## config.mk

```make
export PLATFORM = sky130hd
export DESIGN_NAME = freq_meter
export DESIGN_NICKNAME = d
export VERILOG_FILES = /design/src/rtl/freq_meter.sv
export SDC_FILE = /design/constraint.sdc
export NUM_CORES = 1
export LEC_CHECK = 0
export ABC_AREA = 1
export CAP_MARGIN = 20
export CORE_AREA = 2 2 165 126
export DETAILED_ROUTE_END_ITERATION = 8
export DIE_AREA = 0 0 167 128
export DONT_BUFFER_PORTS = 1
export PLACE_DENSITY_LB_ADDON = 0.25
export SLEW_MARGIN = 20
export SYNTH_ARGS = -nofsm -noshare
export SYNTH_HDL_FRONTEND = slang
export SYNTH_SLANG_ARGS = --single-unit
```

## constraint.sdc

```tcl
create_clock -name clk -period 4.2 [get_ports clk]
set_input_delay 0.21 -clock clk [delete_from_list [all_inputs] [get_ports clk]]
set_output_delay 0.21 -clock clk [all_outputs]
set_load 0.05 [all_outputs]
```

## src/rtl/freq_meter.sv

```systemverilog
// Frequency / amplitude meter: counts hysteresis-qualified rising zero crossings
// of an offset-binary sample stream over a fixed gate window and reports peak-to-peak.
module freq_meter #(
    parameter int width       = 8,
    parameter int fclk        = 50_000_000,
    parameter int gate_cycles = fclk,
    parameter int hyst        = 8
) (
    input  logic             clk,
    input  logic             rst,
    input  logic [width-1:0] in,
    output logic [31:0]      freq,
    output logic [width-1:0] amp,
    output logic             freq_valid
);

    localparam int                      gate_w    = (gate_cycles > 1) ? $clog2(gate_cycles) : 1;
    localparam logic [gate_w-1:0]       gate_last = gate_w'(gate_cycles - 1);
    localparam logic [width-1:0]        mid_scale = {1'b1, {(width-1){1'b0}}};
    localparam logic signed [width-1:0] s_most_pos = {1'b0, {(width-1){1'b1}}};
    localparam logic signed [width-1:0] s_most_neg = {1'b1, {(width-1){1'b0}}};
    localparam logic signed [width-1:0] hyst_pos   = width'(hyst);
    localparam logic signed [width-1:0] hyst_neg   = width'(-hyst);

    typedef enum logic [1:0] {
        ARM,
        LOW,
        HIGH
    } det_state_e;

    logic [width-1:0]        sample_q,   sample_d;
    logic                    run_q,      run_d;
    det_state_e              state_q,    state_d;
    logic [gate_w-1:0]       gate_q,     gate_d;
    logic [31:0]             edge_cnt_q, edge_cnt_d;
    logic signed [width-1:0] max_q,      max_d;
    logic signed [width-1:0] min_q,      min_d;
    logic [31:0]             freq_q,     freq_d;
    logic [width-1:0]        amp_q,      amp_d;
    logic                    valid_q,    valid_d;

    logic signed [width-1:0] s;
    logic signed [width-1:0] max_n;
    logic signed [width-1:0] min_n;
    logic                    edge_det;
    logic                    terminal;
    logic [31:0]             edge_sum;

    // NOTE: every signal written here gets a default first so no latch is inferred.
    always_comb begin
        sample_d = in;
        run_d    = 1'b1;

        s = {~sample_q[width-1], sample_q[width-2:0]};

        state_d  = state_q;
        edge_det = 1'b0;
        if (run_q) begin
            case (state_q)
                ARM: begin
                    if (s >= hyst_pos) begin
                        state_d = HIGH;
                    end else if (s <= hyst_neg) begin
                        state_d = LOW;
                    end
                end
                LOW: begin
                    if (s >= hyst_pos) begin
                        state_d  = HIGH;
                        edge_det = 1'b1;
                    end
                end
                HIGH: begin
                    if (s <= hyst_neg) begin
                        state_d = LOW;
                    end
                end
                default: state_d = ARM;
            endcase
        end

        // run_q holds the gate off for the first cycle so every window sees real samples.
        terminal = run_q && (gate_q == gate_last);
        gate_d   = gate_q;
        if (run_q) begin
            gate_d = terminal ? '0 : gate_q + 1'b1;
        end

        edge_sum = (edge_det && (edge_cnt_q != '1)) ? edge_cnt_q + 32'd1 : edge_cnt_q;

        max_n = (s > max_q) ? s : max_q;
        min_n = (s < min_q) ? s : min_q;

        edge_cnt_d = edge_cnt_q;
        max_d      = max_q;
        min_d      = min_q;
        freq_d     = freq_q;
        amp_d      = amp_q;
        valid_d    = 1'b0;
        if (terminal) begin
            freq_d     = edge_sum;
            // max_n >= min_n, so the difference is non-negative and fits in width bits.
            amp_d      = max_n - min_n;
            valid_d    = 1'b1;
            edge_cnt_d = '0;
            max_d      = s;
            min_d      = s;
        end else if (run_q) begin
            edge_cnt_d = edge_sum;
            max_d      = max_n;
            min_d      = min_n;
        end
    end

    // NOTE: sequential state is updated with non-blocking assignments only.
    always_ff @(posedge clk or negedge rst) begin
        if (!rst) begin
            sample_q   <= mid_scale;
            run_q      <= 1'b0;
            state_q    <= ARM;
            gate_q     <= '0;
            edge_cnt_q <= '0;
            max_q      <= s_most_neg;
            min_q      <= s_most_pos;
            freq_q     <= '0;
            amp_q      <= '0;
            valid_q    <= 1'b0;
        end else begin
            sample_q   <= sample_d;
            run_q      <= run_d;
            state_q    <= state_d;
            gate_q     <= gate_d;
            edge_cnt_q <= edge_cnt_d;
            max_q      <= max_d;
            min_q      <= min_d;
            freq_q     <= freq_d;
            amp_q      <= amp_d;
            valid_q    <= valid_d;
        end
    end

    assign freq       = freq_q;
    assign amp        = amp_q;
    assign freq_valid = valid_q;

endmodule

```

# [Yosys cells after proc, flatten, opt, wreduce, memory -nomap -nowiden]
# Cells that the tools add are included.
[totals] reg_bits=126 latchBits=0 ramBits=0 rom_bits=0 in_bits=10 word_cells=46 n_memories=0
[op_classes] addsub=3 mul=0 div=0 order_cmp=4 n_eq_ne=5 shift=0 muxes=18 n_bitwise=1 reduce_logical=5
[ops] operator="$mux 32" n=3
[ops] operator="$mux 8" n=6
[ops] operator="$add 32x1->32 const B" n=1
[ops] operator="$ne 32x32->1 const B" n=1
[ops] operator="$add 26x1->26 const B" n=1
[ops] operator="$eq 26x26->1 const B" n=1
[ops] operator="$mux 26" n=1
[ops] operator="$ge 8x5->1 const B" n=1
[ops] operator="$gt 8x8->1" n=1
[ops] operator="$le 8x4->1 const B" n=1
[ops] operator="$lt 8x8->1" n=1
[ops] operator="$sub 8x8->8" n=1
[ops] operator="$mux 2" n=3
[ops] operator="$pmux 2 s3" n=1
[ops] operator="$mux 1" n=4
[ops] operator="$eq 2x1->1 const B" n=1
[ops] operator="$eq 2x2->1 const B" n=1
[ops] operator="$logic_and 1x1->1" n=2
[ops] operator="$logic_not 2->1" n=1
[ops] operator="$ne 2x2->1 const B" n=1
[ops] operator="$reduce_and 2->1" n=1
[ops] operator="$reduce_bool 2->1" n=1
[ops] operator="$not 1->1" n=1

# [Longest topological paths before layout]
[logic_depth] depth_word=9 mapped_depth=24 mapped_depth_nobuf=23

# [Least setup slack after synthesis]
# OpenSTA, ideal clock, no wires.
[synth_timing] path_type="register to register" from="register sample_q[7]" to="register amp_q[5], in the netlist amp[5]" setup_ps=118 t_arrival_ps=3094 t_required_ps=4082 path_slack_ps=988 stages_incl_launch_ff=20 n_path_buf=1 cell_sequence="dfstp_2 -> inv_1 -> ha_1 -> a21o_1 -> nor2_1 -> nand2_1 -> nand2_1 -> nand3_1 -> clkbuf_1 -> o21ai_0 -> inv_1 -> ha_1 -> nand3b_1 -> and2_0 -> inv_1 -> nand3_1 -> nand2_1 -> xor2_1 -> nand2_1 -> nand2_1"
[synth_between] elab_chain_len=4 elab_cells_between_ends=6 cone_classes="1 x add/sub; 2 x order compare; 2 x mux; 1 x bitwise"
[synth_lines] item="from (decl)" line_no="31" rtl="logic [width-1:0] sample_q, sample_d;"
[synth_lines] item="from (signal assigned)" line_no="118" rtl="sample_q <= mid_scale;"
[synth_lines] item="from (signal assigned)" line_no="129" rtl="sample_q <= sample_d;"
[synth_lines] item="$not 1->1 (*)" line_no="54" rtl="s = {~sample_q[width-1], sample_q[width-2:0]};"
[synth_lines] item="$gt 8x8->1 or $lt 8x8->1 (tied branches)" line_no="91, 92"
[synth_lines] item="$mux 8 (on tied branches)" line_no="91, 92"
[synth_lines] item="$sub 8x8->8 (*)" line_no="103" rtl="amp_d = max_n - min_n;"
[synth_lines] item="to (signal assigned)" line_no="137" rtl="amp_q <= amp_d;"
[synth_lines] item="to (decl)" line_no="39" rtl="logic [width-1:0] amp_q, amp_d;"
# Every way passes the cells marked *; elsewhere a longest branch is shown, timed or not.
# A chain may end at the register's enable or synchronous reset.

# [Worst setup path after layout]
# Ends and elaborated chain as after synthesis.

==> out/metrics.cfg <==
[route]
viasPerCell = 4.87
m1WireLength_um = 9050
drc = 0
vias = 5452
wl_per_cell_um = 14.9
routed_wl_um = 16600
met3_length_um = 1130
highest_layer = met4
wl_met2_um = 6270
initialDrtViolationCount = 568
antenna_left = 0
first_pass_iters = 5

[place]
placed_cells = 1077
dpl.hpwl_um = 11600
gpl.final_weighted_congestion = 0.854
io_buffer_count = 0

[synthesis]
synth_ff_type = dfrtp_1
synth-seq-cells = 126
yosysMostFrequentCell = nand2_1
synthTopCellsByArea = dfrtp_1, nand2_1, inv_1
synth_top_cell_by_area = dfrtp_1
syn_nets = 868
syn_avg_cell_area_um2 = 8.18
ys_warn_count = 0
synth_enable_flop_cells = 0
synth_cell_type_count = 44
ys_seq_area_frac = 0.464
syn_inst = 834
synth_top_cell_area_share = 0.429
syn_area_mm2 = 0.00682
async_reset_ff_frac = 1.00
synth_common_cells = nand2_1, dfrtp_1, inv_1

[global_route]
antenna_found_initial = 0
grt_usage = 0.164
overflow = 0
grt_pass1_wl_um = 27600
grt_pass1_vias = 5108
grt_start_max_net_pins = 127

[timing]
clock_skew_ns = 0.00850
tightest_slew_ns = 0.759
finalMaxSlewViolations = 0
tns_ns = 0
rsz0062_at_grt = false
fmax_mhz = 273
min_period_over_period = 0.871
hold_viol_final = 0
setup_viol = 0
period_minus_slack_ns = 3.66
relSlewSlack = 0.494

[clocking]
cts_max_path_buffers = 2
root_buffer = clkbuf_16
insertion_delay_ns = 0.43
h-tree-depth = 4
numClockSinks = 126
numCtsBuffers = 17
post_cts_buffers = 0
clk_pin_slew_ns = 0.06
cts_tree = built

[power_and_ir_drop]
p_leak_uw = 0.00360
total_power_uw = 4630
ir_worst_vdd_mv = 0.302
cellPowerDensity_mw_per_mm2 = 593

[worst_setup_path]
slowest_stage = dfstp_2
crit_path_end_kind = flop
critical_path.startpoint = sample_q[7]$_DFF_PN1_
worstRegToRegCells = 18
crit_type = flop to flop
crit_top_cell = nand2_1
crit_arrival_ns = 3.97
cp.required_ns = 4.52
start_kind = flop
reg2reg_to = amp[5]$_DFFE_PN0P_
rrSetupSlack_ns = 0.54
critPathMaxFanout = 16
reg2reg_from = sample_q[7]$_DFF_PN1_
timing.critical_path.cells = inv_1 > ha_1 > a21o_1 > nor2_1 > nand2_1 > nand2_1 > nand3_1 > o21ai_0 > inv_1 > ha_1 > nand3b_1 > and2_0 > inv_1 > nand3_1 > nand2_1 > xor2_1 > nand2_1 > nand2_1
cp-endpoint = amp[5]$_DFFE_PN0P_
crit_path_max_incr_delay_ns = 0.57

[finish]
instances_no_fill = 1119
antennaDiodeCount = 0
num-nets-final = 882
fin_util = 0.393
area_delta_synth_final_pct = 14.6
nFillCells = 2032
drive_gt1_frac = 0.0871

[floorplanning]
fp.dieW_um = 167
initial_core_util = 0.343
fp-row-count = 45
dieArea_mm2 = 0.0214
die_h_um = 128
io_pins = 51
coreArea_mm2 = 0.0199

[hold_path]
hp-class = primary input to async pin

[run_status]
status = finished clean

[flow_run]
maxCapViolations = 0

[placed cells by master, fill, tap and decap left out, types with 3 or more instances in the layout]
master,instances
o21ai_0,58
clkinvlp_4,3
bufinv_16,3
inv_2,5
nand2_1,190
clkinv_2,3
nor2_1,75
a21oi_1,32
nor2_2,5
nor4_1,10
clkbuf_16,17
o221ai_1,6
inv_1,102
a31oi_1,3
o21ai_1,17
nand4_1,21
dfrtp_1,117
nand3_1,30
dfstp_2,9
nor2_4,5
a22oi_1,6
dlygate4sd3_1,9
nand3_2,3
ha_1,23
o21a_1,13
nor3_1,27
xnor2_1,10
buf_4,4
xor2_1,27
[how the worst min path moves through the flow]
| stage | endpoint | cells after the start |
|---|---|---|
| 2_1_floorplan | amp[0]$_DFFE_PN0P_ | 0 |
| 3_3_place_gp | gate_q[10]$_DFFE_PN0P_ | 0 |
| 3_5_place_dp | gate_q[10]$_DFFE_PN0P_ | 0 |
| 4_1_cts | sample_q[1]$_DFF_PN0_ | 1 |
| 5_1_grt | sample_q[0]$_DFF_PN0_ | 1 |
| 6_report | run_q$_DFF_PN0_ | 2 |
[flip-flops by register name, indices dropped and copies added (netlist names)]
register	flops
gate_q	26
max_q	8
state_q	2
freq	32
edge_cnt_q	32
min_q	8
sample_q	8
amp	8
run_q	1
freq_valid	1
[worst max-delay path, delay by kind of cell (launching register included)]
family | cells | cell delay, ns
AOI/OAI and AO/OA | 2 | 0.73
xor gates and xnor gates | 1 | 0.14
adders and majority gates | 2 | 0.66
buffers and inverters | 3 | 0.27
DFF | 1 | 0.57
and+or+nand+nor | 10 | 1.18
[per-layer routing]
| metal | vias up | GRT usage |
|---|---|---|
| met5 | - | 0 |
| met3 | 21 | 0.0584 |
| met2 | 118 | 0.208 |
| met1 | 2543 | 0.256 |
| met4 | 0 | 0.0456 |
| li1 | 2770 | - |
[through the flow]
| stage | worst slack, ns | cell area (um2) | hold WS, ns |
|---|---|---|---|
| floorplan | 0.988 | 6820 | -0.0856 |
| global placement | 0.633 | 7080 | -0.0753 |
| detailed placement | 0.568 | 7080 | -0.0753 |
| CTS | 0.543 | 7820 | 0.318 |
| global route | 0.0795 | 7820 | 0.334 |
| finish | 0.541 | 7820 | 0.306 |
[timing repair]
action / 4_1_cts / 5_1_grt
endpoints found under the hold margin: 134 / 0
hold buffers: 10 / 0
resized for setup: 0 / 0
[power by group]
group | switching, uW | leakage [uW] | internal [uW] | total, uW
sequential | 142 | 0.00165 | 1400 | 1540
clock | 573 | 0.000296 | 965 | 1540
combinational | 979 | 0.00165 | 571 | 1550
total | 1690 | 0.00360 | 2940 | 4630
[layout make-up]
| type | count | area (um2) | share of cell area |
|---|---|---|---|
| multi-input combinational | 581 | 3160 | 0.404 |
| clock inverter | 13 | 163 | 0.0208 |
| sequential | 126 | 3160 | 0.405 |
| clock buffer | 19 | 453 | 0.0579 |
| tap | 258 | 323 | 0.0413 |
| inverter | 108 | 405 | 0.0519 |
| timing repair buffer | 14 | 148 | 0.0189 |
[cells by family after synthesis]
kind of cell	count (synthesis)	synth area share
buffers and inverters	127	0.0726
DFF	126	0.464
xor gates and xnor gates	37	0.0475
muxes	1	0.00147
AOI/OAI and AO/OA	140	0.117
and+or+nand+nor	378	0.252
adders and majority gates	24	0.0451
other	1	0.000550
(Power assumes the default switching activity.)
